===== config.mk =====
export PLATFORM = sky130hd
export DESIGN_NAME = scytale_encryption
export DESIGN_NICKNAME = d
export VERILOG_FILES = /design/src/rtl/scytale_encryption_pkg.sv /design/src/rtl/scytale_addr_gen.sv /design/src/rtl/scytale_encryption.sv
export SDC_FILE = /design/constraint.sdc
export NUM_CORES = 1
export LEC_CHECK = 0
export CORE_MARGIN = 3
export CORE_UTILIZATION = 51
export CTS_BUF_LIST = sky130_fd_sc_hd__clkbuf_4 sky130_fd_sc_hd__clkbuf_8
export CTS_CLUSTER_DIAMETER = 150
export DETAILED_ROUTE_END_ITERATION = 16
export PLACE_DENSITY = 0.77
export SLEW_MARGIN = 20
export SYNTH_ARGS = -nofsm -noshare
export SYNTH_HDL_FRONTEND = slang
export SYNTH_SLANG_ARGS = --single-unit

===== constraint.sdc =====
create_clock -name clk -period 5.6 [get_ports clk]
set_clock_uncertainty 0.15 [all_clocks]
set_input_delay 1.4 -clock clk [delete_from_list [all_inputs] [get_ports clk]]
set_output_delay 1.4 -clock clk [all_outputs]
set_load 0.02 [all_outputs]

===== src/rtl/scytale_encryption_pkg.sv =====
// Shared definitions for the scytale encryption/decryption pair.
// Holds the default data/key widths, the end-of-message token that both
// sides agree on, and the encryption FSM state encoding.
package scytale_encryption_pkg;

    localparam int         SCY_D_WIDTH     = 8;
    localparam int         SCY_KEY_WIDTH   = 8;
    localparam logic [7:0] SCY_START_TOKEN = 8'hFA;

    typedef enum logic {
        COLLECT = 1'b0,
        EMIT    = 1'b1
    } state_t;

endpackage


===== src/rtl/scytale_addr_gen.sv =====
// Read-address generator for scytale encryption.
// Latches N/M and the N*M output count when a message is started, then walks
// the buffer column-major (idx += N down a column, idx = c at a column wrap)
// without a multiplier in the address path.
// Ports:
//   clk, rst      - clock, synchronous active-high reset
//   start         - token accepted: latch keys and clear the walk
//   step          - one byte emitted this cycle: advance the walk
//   key_N, key_M  - columns / rows, sampled on start
//   idx           - buffer index of the byte to emit next (saturates at MAX)
//   done          - every one of the N*M bytes has been emitted
module scytale_addr_gen
    import scytale_encryption_pkg::*;
#(
    parameter int KEY_WIDTH     = SCY_KEY_WIDTH,
    parameter int MAX_NOF_CHARS = 50,
    parameter int CW            = $clog2(MAX_NOF_CHARS) + 1
) (
    input  logic                 clk,
    input  logic                 rst,
    input  logic                 start,
    input  logic                 step,
    input  logic [KEY_WIDTH-1:0] key_N,
    input  logic [KEY_WIDTH-1:0] key_M,
    output logic [CW-1:0]        idx,
    output logic                 done
);

    // Sum width wide enough that idx + N or c + 1 can never wrap.
    localparam int SW = ((CW > KEY_WIDTH) ? CW : KEY_WIDTH) + 1;

    logic [KEY_WIDTH-1:0]   n_lat;
    logic [KEY_WIDTH-1:0]   m_lat;
    logic [KEY_WIDTH-1:0]   row;
    logic [KEY_WIDTH-1:0]   col;
    logic [2*KEY_WIDTH-1:0] total;
    logic [2*KEY_WIDTH-1:0] cnt;

    // Clamp to MAX so an out-of-range position stays out of range; with a
    // plain truncation a large N could wrap idx back into the buffer.
    function automatic logic [CW-1:0] sat_idx(input logic [SW-1:0] v);
        if (v >= SW'(MAX_NOF_CHARS))
            return CW'(MAX_NOF_CHARS);
        return v[CW-1:0];
    endfunction

    assign done = (cnt == total);

    always_ff @(posedge clk) begin
        if (rst) begin
            n_lat <= '0;
            m_lat <= '0;
            row   <= '0;
            col   <= '0;
            total <= '0;
            cnt   <= '0;
            idx   <= '0;
        end else if (start) begin
            n_lat <= key_N;
            m_lat <= key_M;
            total <= (2*KEY_WIDTH)'(key_N) * (2*KEY_WIDTH)'(key_M);
            row   <= '0;
            col   <= '0;
            cnt   <= '0;
            idx   <= '0;
        end else if (step) begin
            cnt <= cnt + 1'b1;
            // step only happens while cnt < N*M, so M >= 1 here
            if (row == m_lat - 1'b1) begin
                row <= '0;
                col <= col + 1'b1;
                idx <= sat_idx(SW'(col) + SW'(1));
            end else begin
                row <= row + 1'b1;
                idx <= sat_idx(SW'(idx) + SW'(n_lat));
            end
        end
    end

endmodule


===== src/rtl/scytale_encryption.sv =====
// Scytale encryption engine.
// Buffers plaintext bytes until the start token arrives, then emits the
// column-major reading of the key_M x key_N row-major grid, one byte per clock.
// Positions beyond the received message (or the buffer) are sent as 8'h00.
// Ports:
//   clk, rst      - clock, synchronous active-high reset
//   data_i        - plaintext byte, qualified by valid_i
//   valid_i       - input qualifier (ignored while busy)
//   key_N, key_M  - columns / rows, latched with the token
//   data_o        - ciphertext byte, registered, zero when valid_o is low
//   valid_o       - output qualifier, registered
//   busy          - high while emitting
module scytale_encryption
    import scytale_encryption_pkg::*;
#(
    parameter int                 D_WIDTH                = SCY_D_WIDTH,
    parameter int                 KEY_WIDTH              = SCY_KEY_WIDTH,
    parameter int                 MAX_NOF_CHARS          = 50,
    parameter logic [D_WIDTH-1:0] START_ENCRYPTION_TOKEN = D_WIDTH'(SCY_START_TOKEN)
) (
    input  logic                 clk,
    input  logic                 rst,
    input  logic [D_WIDTH-1:0]   data_i,
    input  logic                 valid_i,
    input  logic [KEY_WIDTH-1:0] key_N,
    input  logic [KEY_WIDTH-1:0] key_M,
    output logic [D_WIDTH-1:0]   data_o,
    output logic                 valid_o,
    output logic                 busy
);

    localparam int CW = $clog2(MAX_NOF_CHARS) + 1;
    localparam int AW = $clog2(MAX_NOF_CHARS);

    state_t               state;
    logic [CW-1:0]        wr_cnt;
    logic [D_WIDTH-1:0]   mem [MAX_NOF_CHARS];
    logic [CW-1:0]        idx;
    logic                 done;
    logic                 is_token;
    logic                 accept_tok;
    logic                 accept_byte;
    logic                 step;
    logic [D_WIDTH-1:0]   rd_byte;

    assign is_token    = (data_i == START_ENCRYPTION_TOKEN);
    assign accept_tok  = (state == COLLECT) && valid_i && is_token;
    assign accept_byte = (state == COLLECT) && valid_i && !is_token
                         && (wr_cnt < CW'(MAX_NOF_CHARS));
    assign step        = (state == EMIT) && !done;

    // Unwritten positions of a short message read as zero.
    assign rd_byte = ((idx < wr_cnt) && (idx < CW'(MAX_NOF_CHARS)))
                     ? mem[idx[AW-1:0]] : '0;

    scytale_addr_gen #(
        .KEY_WIDTH     (KEY_WIDTH),
        .MAX_NOF_CHARS (MAX_NOF_CHARS),
        .CW            (CW)
    ) u_addr_gen (
        .clk   (clk),
        .rst   (rst),
        .start (accept_tok),
        .step  (step),
        .key_N (key_N),
        .key_M (key_M),
        .idx   (idx),
        .done  (done)
    );

    // Message buffer: contents are don't-care after reset.
    always_ff @(posedge clk) begin
        if (!rst && accept_byte)
            mem[wr_cnt[AW-1:0]] <= data_i;
    end

    always_ff @(posedge clk) begin
        if (rst) begin
            state   <= COLLECT;
            wr_cnt  <= '0;
            busy    <= 1'b0;
            valid_o <= 1'b0;
            data_o  <= '0;
        end else begin
            case (state)
                COLLECT: begin
                    valid_o <= 1'b0;
                    data_o  <= '0;
                    if (accept_tok) begin
                        state <= EMIT;
                        busy  <= 1'b1;
                    end else if (accept_byte) begin
                        wr_cnt <= wr_cnt + 1'b1;
                    end
                end
                EMIT: begin
                    if (done) begin
                        state   <= COLLECT;
                        busy    <= 1'b0;
                        valid_o <= 1'b0;
                        data_o  <= '0;
                        wr_cnt  <= '0;
                    end else begin
                        valid_o <= 1'b1;
                        data_o  <= rd_byte;
                    end
                end
                default: begin
                    state   <= COLLECT;
                    busy    <= 1'b0;
                    valid_o <= 1'b0;
                    data_o  <= '0;
                end
            endcase
        end
    end

endmodule


# Yosys cells after proc, flatten, opt, wreduce, memory -nomap -nowiden
# Memories as Yosys holds them, arrays and structs flattened. A register that Yosys moved wholly into a read port is not among the register bits.
# Cells that the tools add are included.
[word_totals]
reg_bits = 89
ramBits = 400
wordCells = 82
n_memories = 1
[op_classes]
addsub = 7
n_mul = 1
order_cmp = 5
n_eq_ne = 7
mux = 34
n_bitwise = 1
reduce_logical = 14
[mem_list]
columns = ["memory", "depth", "width", "read_ports", "rd_ports_with_merged_regs", "write_ports", "line_no", "rtl"]
rows = [
  ["mem", 50, 8, 1, 1, 1, "scytale_encryption.sv:37", "logic [D_WIDTH-1:0] mem [MAX_NOF_CHARS];"],
]
[op_table]
columns = ["operator", "n"]
rows = [
  ["2-to-1 mux 7 bit", 8],
  ["2-to-1 mux 8 bit", 3],
  ["greater-or-equal comparator 9 x 6 -> 1 bit (second input constant)", 2],
  ["adder 16 x 1 -> 16 bit (second input constant)", 1],
  ["adder 8 x 1 -> 8 bit (second input constant)", 2],
  ["== test 16 bit", 1],
  ["multiplier 8 x 8 -> 16 bit", 1],
  ["2-to-1 mux 1 bit", 16],
  ["one-hot mux 8 bit (2 select lines)", 1],
  ["< comparator 7 x 6 -> 1 bit (second input constant)", 2],
  ["one-hot mux 7 bit (2 select lines)", 1],
  ["2-to-1 mux 6 bit", 2],
  ["adder 7 x 8 -> 9 bit", 1],
  ["adder 8 x 1 -> 9 bit (second input constant)", 1],
  ["== test 8 bit", 1],
  ["== test 8 bit (second input constant)", 1],
  ["subtractor 8 x 1 -> 8 bit (second input constant)", 1],
  ["adder 7 x 1 -> 7 bit (second input constant)", 1],
  ["logical AND 1 bit", 7],
  ["< comparator 7 bit", 1],
  ["inequality test 2 bit (second input constant)", 3],
  ["one-hot mux 1 bit (2 select lines)", 3],
  ["AND reduction 2 bit", 2],
  ["zero test 1 bit", 3],
  ["other kinds (4)", 4],
]

# Depth between registers and ports, before layout
[depth]
ltp_word = 11
depth_mapped = 17
mapped_depth_nobuf = 17

# Cells and area by module
# Synthesis repeated with hierarchy kept, for this count alone.
[hier_totals]
hier_cells = 1589
hier_area_um2 = 22302.6
[modules_own_cells]
columns = ["module", "n_inst", "cells_each", "area_per_inst_um2", "seq_area_each_um2"]
rows = [
  ["scytale_encryption", 1, 943, 16525.8, 12371.9],
  ["scytale_addr_gen", 1, 646, 5776.8, 1421.4],
]

# Worst setup path after synthesis
# No wires, ideal clock.
[synth_timing]
kind = "in2reg"
startpoint = "in key_M[7]"
endpoint = "reg u_addr_gen.total[14]"
setup_time_ns = 0.062
arrival_time_ns = 5.167
required_ns = 5.388
slack_ns = 0.221
path_stages = 16
cell_sequence = "nand2_1 fa_1 fa_1 inv_1 fa_1 inv_1 fa_1 inv_1 ha_1 nand3_1 o211ai_1 nor2b_1 o31ai_1 a21oi_1 or4_1 nand3_1"
[synth_between]
elab_chain_cells = 1
[synth_lines]
columns = ["element", "line_no", "rtl"]
rows = [
  ["from (decl)", "scytale_encryption.sv:26", "input logic [KEY_WIDTH-1:0] key_M,"],
  ["multiplier 8 x 8 -> 16 bit", "scytale_addr_gen.sv:61", "total <= (2*KEY_WIDTH)'(key_N) * (2*KEY_WIDTH)'(key_M);"],
  ["to (signal assigned)", "scytale_addr_gen.sv:61", ""],
  ["to (decl)", "scytale_addr_gen.sv:36", "logic [2*KEY_WIDTH-1:0] total;"],
]
# Every way passes these cells.
# A chain may end at the register's enable or synchronous reset.

# Final worst setup path
[layout_timing]
startpoint = "in key_N[1]"
endpoint = "reg u_addr_gen.total[14]"
[layout_between]
elab_chain_cells = 1
[layout_lines]
columns = ["element", "line_no", "rtl"]
rows = [
  ["from (decl)", "scytale_encryption.sv:25", "input logic [KEY_WIDTH-1:0] key_N,"],
  ["multiplier 8 x 8 -> 16 bit", "scytale_addr_gen.sv:61", ""],
]
# Every way passes these cells.

==> impl_metrics.py <==
metrics = {
    "status": {
        "status": "finished, final reports clean",
    },
    "worst_setup_path": {
        "crit_required_ns": 5.99,
        "cp_data_arrival_time_ns": 5.84,
        "critPathMaxFanout": 7,
        "worstRegToRegCells": 6,
        "worstReg2RegStart": "wr_cnt[2]",
        "crit_type": "in -> reg",
        "r2r_slack_ns": 2.21,
        "critPathLaunchType": "input pin",
        "crit-reg2reg-capture": "mem[38][4]",
        "crit_path_end_kind": "flop",
    },
    "placed_design": {
        "dp.cells": 2046,
        "port_buffers": 36,
        "placed_area_sq_um": 23500,
        "pre_cts_slack_ns": -0.550,
        "hpwl_microns": 30800,
        "place_congestion": 0.884,
    },
    "final_layout": {
        "fillCellCount": 3143,
        "n_antenna_cell": 0,
        "finish.net_count": 1669,
        "fin_cells": 2191,
        "drive_gt1_frac": 0.228,
        "syn_to_final_growth_pct": 13.9,
        "stdcell_area_sq_um": 25200,
    },
    "power_and_ir_drop": {
        "p_leak_uw": 0.00849,
        "p_per_area_nw_per_um2": 315,
        "seq_power_share": 0.504,
        "p_clk_frac": 0.404,
        "pwr-share-comb": 0.092,
        "switchingPower_uw": 1810,
        "switching_share": 0.229,
        "intPower_uw": 6110,
        "peakVddDrop_mv": 0.153,
    },
    "min_path": {
        "hold_path_depth": 2,
        "hold_end": "u_addr_gen.total[8]",
        "holdCritStartpoint": "u_addr_gen.total[8]",
        "hold_class": "reg -> reg",
    },
    "die": {
        "core-area_sq_um": 42300,
        "die_w_microns": 214,
        "num_rows": 75,
        "die_h_microns": 214,
        "ios": 37,
        "start_util": 0.522,
        "dieArea_sq_um": 45900,
    },
    "timing": {
        "finalHoldViolCount": 0,
        "min_period_ns": 5.45,
        "max_freq_ghz": 0.183,
        "layout_worst_path_cycle_share": 0.974,
        "maxSlewViolCount": 0,
        "worst_slew_pin_slew_ns": 0.864,
        "setup_slack_ns": 0.148,
        "maxSlewHeadroom": 0.422,
        "setup_violations": 0,
    },
    "synth": {
        "async_flop_share": 0,
        "synth_top_cell_by_area": "edfxtp_1",
        "syn_area_sq_um": 22100,
        "avgSynthCellArea_sq_um": 15.6,
        "yosys_warnings": 0,
        "synth.area.top_cells": "edfxtp_1, mux4_2, dfxtp_1",
        "ys_ff_latch": 495,
        "synth_edf_count": 400,
        "synth_fp_nets": 1537,
        "synth_top_area_frac": 0.544,
        "synth.distinct_cells": 61,
        "ys_seq_area_frac": 0.630,
        "synthCells": 1418,
        "ys.flop_type": "edfxtp_1",
    },
    "routing": {
        "drtIter0Drc": 990,
        "drc": 0,
        "vias": 12600,
        "wl_microns": 46800,
        "dr.pass1.iters": 5,
        "wl_per_cell_microns": 21.4,
        "drtAntennaViolNets": 0,
        "vias_per_cell": 5.75,
    },
    "global_route": {
        "antenna_found_initial": 1,
        "grt_max_degree": 51,
        "grt_usage": 0.206,
        "gr-total-overflow": 0,
        "grt_pass1_vias": 12900,
        "grt_pass1_wl_microns": 74400,
    },
    "clock_tree": {
        "path_clk_slew_ns": 0.06,
        "htreeDepth": 3,
        "cts_tree": "done",
        "root_buffer": "clkbuf_8",
        "clock-sinks": 495,
        "cts_buffers": 78,
        "clock_latency_ns": 0.61,
        "ctsLongestPathBuffers": 3,
    },
    "job": {
        "maxCapViolations": 0,
    },
}
critical path, stage by stage:
cell             delay, ns
clkdlybuf4s50_1       0.45
buf_4                 0.18
and2_1                0.15
fa_2                  0.40
fa_1                  0.53
inv_1                 0.05
fa_1                  0.46
fa_1                  0.55
inv_1                 0.05
ha_1                  0.32
nand3_1               0.08
o211ai_1              0.30
nor2b_2               0.11
o31ai_1               0.21
a21oi_1               0.11
or4_1                 0.39
nand3_1               0.08
routing by layer:
layer  GRT usage  up-vias  part of all wire  wire length, microns
li1            -     5663                 -                     -
met2       0.344      449              0.50                 23400
met3      0.0405       81             0.064                  3000
met1       0.280     6404              0.41                 19300
met5           0        -           0.00028                    13
met4      0.0614        2             0.023                  1100
power by group through the flow:
stage	clock network [uW]	registers, uW	logic (uW)
finish	3200	3990	733
global route	3420	3990	828
CTS	3250	3990	726
detailed placement	0	4070	720
global placement	0	4070	697
floorplan	0	4070	437
worst max path at each step:
stage | slack [ns] | startpoint | end | cells after the start
after floorplan | 0.22 | key_M[7] | u_addr_gen.total[14] | 16
after CTS | 0.08 | key_M[4] | u_addr_gen.total[14] | 17
after global placement | -0.47 | key_M[4] | u_addr_gen.total[14] | 17
after global routing | -0.02 | key_M[6] | u_addr_gen.total[14] | 17
after detailed placement | -0.55 | key_M[4] | u_addr_gen.total[14] | 17
final | 0.15 | key_N[1] | u_addr_gen.total[14] | 17
placed cells by master, fill, tap and decap left out, drive strengths merged, types with 8 or more instances in the layout:
cell,netlist,routed
and3,15,15
and2,53,53
nor3,8,8
dfxtp,95,95
xor2,20,20
ha,55,55
fa,37,37
nand2,88,88
edfxtp,400,400
mux2,8,8
nand4,22,22
clkbuf,41,109
mux4,128,128
clkdlybuf4s50,0,23
xnor2,41,41
nor2,98,98
or3,16,16
o21ai,19,19
nor2b,12,12
inv,65,68
buf,21,86
a21oi,51,51
nand3,32,32
clkinv,0,25
cells by family (layout without fill, tap and decap cells):
| kind of cell | Yosys count | count (layout) | share of synthesized area |
|---|---|---|---|
| simple gates | 387 | 387 | 0.0896 |
| flops | 495 | 495 | 0.630 |
| buf+inv | 127 | 323 | 0.0234 |
| compound gates | 119 | 119 | 0.0334 |
| xor+xnor | 61 | 61 | 0.0242 |
| mux | 137 | 137 | 0.135 |
| fa+ha+maj | 92 | 92 | 0.0647 |
cell type report:
type / instances / area (sq um) / share of cell area
Clock buffer: 109 / 1340 / 0.0534
Clock inverter: 35 / 313 / 0.0124
Inverter: 65 / 244 / 0.00970
Multi-Input combinational cell: 796 / 7670 / 0.305
Sequential cell: 495 / 13900 / 0.553
Tap cell: 577 / 722 / 0.0287
Timing Repair Buffer: 114 / 943 / 0.0375
sequential cells by signal, summed over array words and instances, names as in the netlist, named ones only:
signal	count
busy	1
u_addr_gen.idx	7
u_addr_gen.col	8
u_addr_gen.total	16
wr_cnt	7
data_o	8
u_addr_gen.n_lat	8
state	1
u_addr_gen.m_lat	8
mem	400
u_addr_gen.cnt	16
u_addr_gen.row	8
valid_o	1
metrics by stage:
stage                     TNS [ns]  hold slack, ns   util  power (uW)
after global routing       -0.0343           0.330  0.595        8240
final                            0           0.315  0.595        7920
after floorplan                  0           0.282      -        4500
after global placement       -2.54           0.305  0.555        4760
after detailed placement     -3.17           0.310  0.555        4790
after CTS                        0           0.318  0.594        7960
synthesized netlist by cell type, types with 7 or more instances:
cell type	instances
edfxtp_1	400
mux4_2	128
nor2_1	97
dfxtp_1	95
nand2_1	88
inv_1	65
ha_1	55
and2_1	53
a21oi_1	51
xnor2_1	41
clkbuf_1	40
fa_1	37
nand3_1	32
nand4_1	22
xor2_1	20
o21ai_0	16
or3_1	16
and3_1	15
nor2b_1	12
buf_1	10
mux2_2	8
nand2b_1	7
nor3_1	7
o31ai_1	7
timing repair:
item                                   in CTS  in global routing
setup endpoints to repair                   0                  3
hold buffers                                0                  0
setup buffers                               0                  1
endpoints found under the hold margin       0                  0
resized for setup                           0                  8
No activity file was read; power rests on OpenSTA's default activity.
==> variant 1, RTL diff (same settings) <==
Register the input `key_M` before use, cleared by the reset. The logic sees it one clock later. The other inputs are not delayed to match.
--- a/src/rtl/scytale_encryption.sv
+++ b/src/rtl/scytale_encryption.sv
@@ -32,6 +32,16 @@
     localparam int CW = $clog2(MAX_NOF_CHARS) + 1;
     localparam int AW = $clog2(MAX_NOF_CHARS);
 
+    logic [KEY_WIDTH-1:0] key_M_q;
+
+    always_ff @(posedge clk) begin
+        if (rst) begin
+            key_M_q <= '0;
+        end else begin
+            key_M_q <= key_M;
+        end
+    end
+
     state_t               state;
     logic [CW-1:0]        wr_cnt;
     logic [D_WIDTH-1:0]   mem [MAX_NOF_CHARS];
@@ -63,7 +73,7 @@
         .start (accept_tok),
         .step  (step),
         .key_N (key_N),
-        .key_M (key_M),
+        .key_M (key_M_q),
         .idx   (idx),
         .done  (done)
     );
Behaviour: not the same (a bounded check fails within 4 cycles, from zero or initial values and one cycle with rst high).
==> variant 1 against the original RTL <==
  * Sequential cell count rose by 8
  * Area after synthesis rose by 1.2%
  * Final area rose by 1.1%
  * Total power fell by 3.0%
  * Clock power barely moved
  * Critical path depth fell by 3
  * Worst setup slack improved by 0.027 ns
  * Sequential power rose by 2%
  * Synthesized cell count rose by 3.3%
  * Wire length rose by 1.6%
  * Critical endpoint is now u_addr_gen.total[15]
  * Largest power group unchanged
  * Highest routed layer unchanged
==> variant 1: results <==
{
  "status": "finished clean",
  "synth_fp_nets": 1584,
  "crit_path_max_fanout": 6,
  "r2r_start": "key_M_q[6]",
  "crit_slowest_cell": "clkdlybuf4s50_1",
  "avgSynthCellArea_um2": 15.3,
  "slew_headroom": 0.451,
  "worst_path_largest_cell_delay_ns": 0.60,
  "yosys-top-cells-area": "edfxtp_1 54%, mux4_2 12%, dfxtp_1 9.2%, fa_1 3.3%, ha_1 3.1%",
  "clkLatencyLatePin_ns": 0.63,
  "place_ws_ns": -0.418,
  "grt_max_degree": 52,
  "endpoint": "u_addr_gen.total[15]",
  "rrSetupSlack_ns": 0.98,
  "yosys-top-cells-count": "400 x edfxtp_1, 120 x mux4_2, 119 x nor2_1",
  "grt_pass1_vias": 13468,
  "drtPass1Iterations": 5,
  "grt_usage": 0.211,
  "routed_via_density": 5.76,
  "synth_seq_area_share": 0.630,
  "fillers": 3285,
  "critPathLaunch": "key_N[3]",
  "drive_gt1_frac": 0.214,
  "grt_pass1_wl_mm": 75.4,
  "gp_congestion": 0.856,
  "r2r_cells": 13,
  "dr.first_iter.drc_count": 1081,
  "worst_ir_drop_vdd_mv": 0.143,
  "p_leak_nw": 8.73,
  "cts_buffers": 79,
  "num_antenna_cells": 0,
  "dp_cells": 2096,
  "synth_warnings": 0,
  "finalCritPeriodShare": 0.969,
  "wl_per_cell_um": 21.3
}
## variant 1: cell types whose count changed in the layout (fill, tap and decap cells not counted), moves of 6 or more
cell / change
mux4_2: -8
mux2i_1: +19
a21oi_1: +10
clkinv_1: -8
xnor2_1: -8
dfxtp_1: +8
nor2_1: +22
clkbuf_8: +6
a211oi_1: +8
mux2_2: -7
xor2_1: +6
nor3_1: +7
## variant 1: cells by family after synthesis
logic type	share of synthesized area
flip-flops	0.630
AND/OR/NAND/NOR	0.0901
multiplexers	0.130
AO/OA/AOI/OAI	0.0409
buffers and inverters	0.0219
adder cells (fa/ha/maj)	0.0639
XOR/XNOR	0.0231
## variant 1: timing repair
action                     in CTS  in global routing
setup endpoints to repair       0                  1
resized for setup               0                  1
hold buffers                    0                  0
## variant 1: power by group
group          switching [mW]  internal, mW
Combinational           0.246         0.169
Clock                    1.38          1.83
Sequential             0.0144          4.04
Total                    1.64          6.04
## variant 1: layer usage
| metal | GRT usage | part of all wire |
|---|---|---|
| met5 | 0 | 0.00027 |
| met4 | 0.0753 | 0.030 |
| met3 | 0.0443 | 0.066 |
| met2 | 0.353 | 0.50 |
| met1 | 0.276 | 0.40 |
## variant 1: how the worst min path moves through the flow
stage,slack (ns),cells after the start,to,start
2_1_floorplan,0.29,2,u_addr_gen.n_lat[0],u_addr_gen.n_lat[0]
3_3_place_gp,0.31,2,u_addr_gen.n_lat[6],u_addr_gen.n_lat[6]
3_5_place_dp,0.31,2,u_addr_gen.total[2],u_addr_gen.total[2]
4_1_cts,0.32,2,u_addr_gen.total[2],u_addr_gen.total[2]
5_1_grt,0.35,2,u_addr_gen.total[0],u_addr_gen.total[0]
6_report,0.32,2,u_addr_gen.total[2],u_addr_gen.total[2]
## variant 1: through the flow
stage / TNS (ns) / area, µm²
after floorplan: 0 / 22400
after global placement: -1.82 / 23700
after detailed placement: -2.47 / 23700
after CTS: 0 / 25400
after global routing: 0 / 25400
final: 0 / 25400
## variant 1: tightest hold or removal path, stage by stage (launching register included)
cell	delay, ns
dfxtp_1	0.32
nand2_1	0.05
a21oi_1	0.05
## variant 1: final cells by class
class,count,area share
timing repair buffer,112,0.0366
multi-input combinational,836,0.307
tap,585,0.0288
clock buffer,116,0.0564
inverter,61,0.00900
sequential,503,0.554
clock inverter,23,0.00924
==> variant 2, RTL diff (same flow settings) <==
Without the edit above. `SCY_KEY_WIDTH`: 8 -> 9.
--- a/src/rtl/scytale_encryption_pkg.sv
+++ b/src/rtl/scytale_encryption_pkg.sv
@@ -4,7 +4,7 @@
 package scytale_encryption_pkg;
 
     localparam int         SCY_D_WIDTH     = 8;
-    localparam int         SCY_KEY_WIDTH   = 8;
+    localparam int         SCY_KEY_WIDTH   = 9;
     localparam logic [7:0] SCY_START_TOKEN = 8'hFA;
 
     typedef enum logic {
Ports: changed (resized key_M and key_N); port bits go from 37 to 39. The function was not compared with the original's and may differ.
==> variant 2 against the original RTL <==
  * Die area rose by 4.7%
  * Worst setup slack improved by 0.099 ns
  * Worst hold slack improved by 0.00063 ns
  * Critical path depth fell by 2
  * Final area rose by 3.9%
  * Synthesized cell count rose by 12%
  * Sequential cell count rose by 8
  * Non-clock buffer count rose by 3
  * Total power rose by 3.9%
  * Wire length rose by 5.0%
  * Area after synthesis rose by 4.9%
  * Highest routed layer is now met4
  * First-iteration DRC count rose by 18%
  * Critical endpoint is now u_addr_gen.total[15]
==> variant 2: results <==
{
  "dp_cells": 2223,
  "routed_via_density": 5.74,
  "synth_compound_area_frac": 0.0423,
  "grt_util_met1": 0.280,
  "synth_seq_area_share": 0.607,
  "gp_congestion": 0.858,
  "sequential_cell_total": 503,
  "multi_input_area_um2": 8390,
  "buf_share": 0.0374,
  "grt_pass1_vias": 14084,
  "status": "finished clean",
  "tightest_slew_ns": 1.06,
  "grt_usage": 0.213,
  "fillers": 3441,
  "p_leak_nw": 9.07,
  "dr.first_iter.drc_count": 1164,
  "num-nonclk-buffers": 117,
  "avgSynthCellArea_um2": 14.6,
  "drt-met1-wl_mm": 20.2,
  "power_switching_mw": 2.00,
  "finalHoldWorstSlack_ns": 0.316,
  "synth_cell_types": 65,
  "yosys-top-cells-count": "400 x edfxtp_1, 140 x nand2_1, 119 x mux4_2",
  "wl_per_cell_um": 20.8,
  "p_seq_frac": 0.491,
  "worst_ir_drop_vdd_mv": 0.202,
  "grtUsageMet2": 0.361,
  "num-nets-final": 1848,
  "pg_seq_mw": 4.04,
  "rrSetupSlack_ns": 2.30,
  "crit_path_max_fanout": 8,
  "yosys.area_share.xor_xnor": 0.0276,
  "muxShareOfSynthArea": 0.125,
  "portBuffers": 38,
  "dp_hpwl_mm": 32.9,
  "endpoint": "u_addr_gen.total[15]",
  "drtPass1Iterations": 6
}
variant 2: cell types whose count changed after synthesis, sizes merged, moves of 11 or more:
cell   delta
o21ai    +20
mux2i    +18
nand4    -14
nand2    +52
inv      +33
fa       +14
nor3     +20
nor2     +11
variant 2: how the worst min path moves through the flow:
stage / depth (start not counted) / to / startpoint
after detailed placement: 2 / u_addr_gen.n_lat[0] / u_addr_gen.n_lat[0]
after global placement: 2 / u_addr_gen.total[11] / u_addr_gen.total[11]
after floorplan: 2 / u_addr_gen.n_lat[8] / u_addr_gen.n_lat[8]
after CTS: 2 / u_addr_gen.n_lat[6] / u_addr_gen.n_lat[6]
final: 2 / u_addr_gen.n_lat[8] / u_addr_gen.n_lat[8]
after global routing: 2 / u_addr_gen.n_lat[6] / u_addr_gen.n_lat[6]
variant 2: repair_timing:
| item | 4_1_cts | 5_1_grt |
|---|---|---|
| endpoints found under the setup margin | 0 | 5 |
| setup buffers | 0 | 0 |
| gates resized for setup | 0 | 18 |
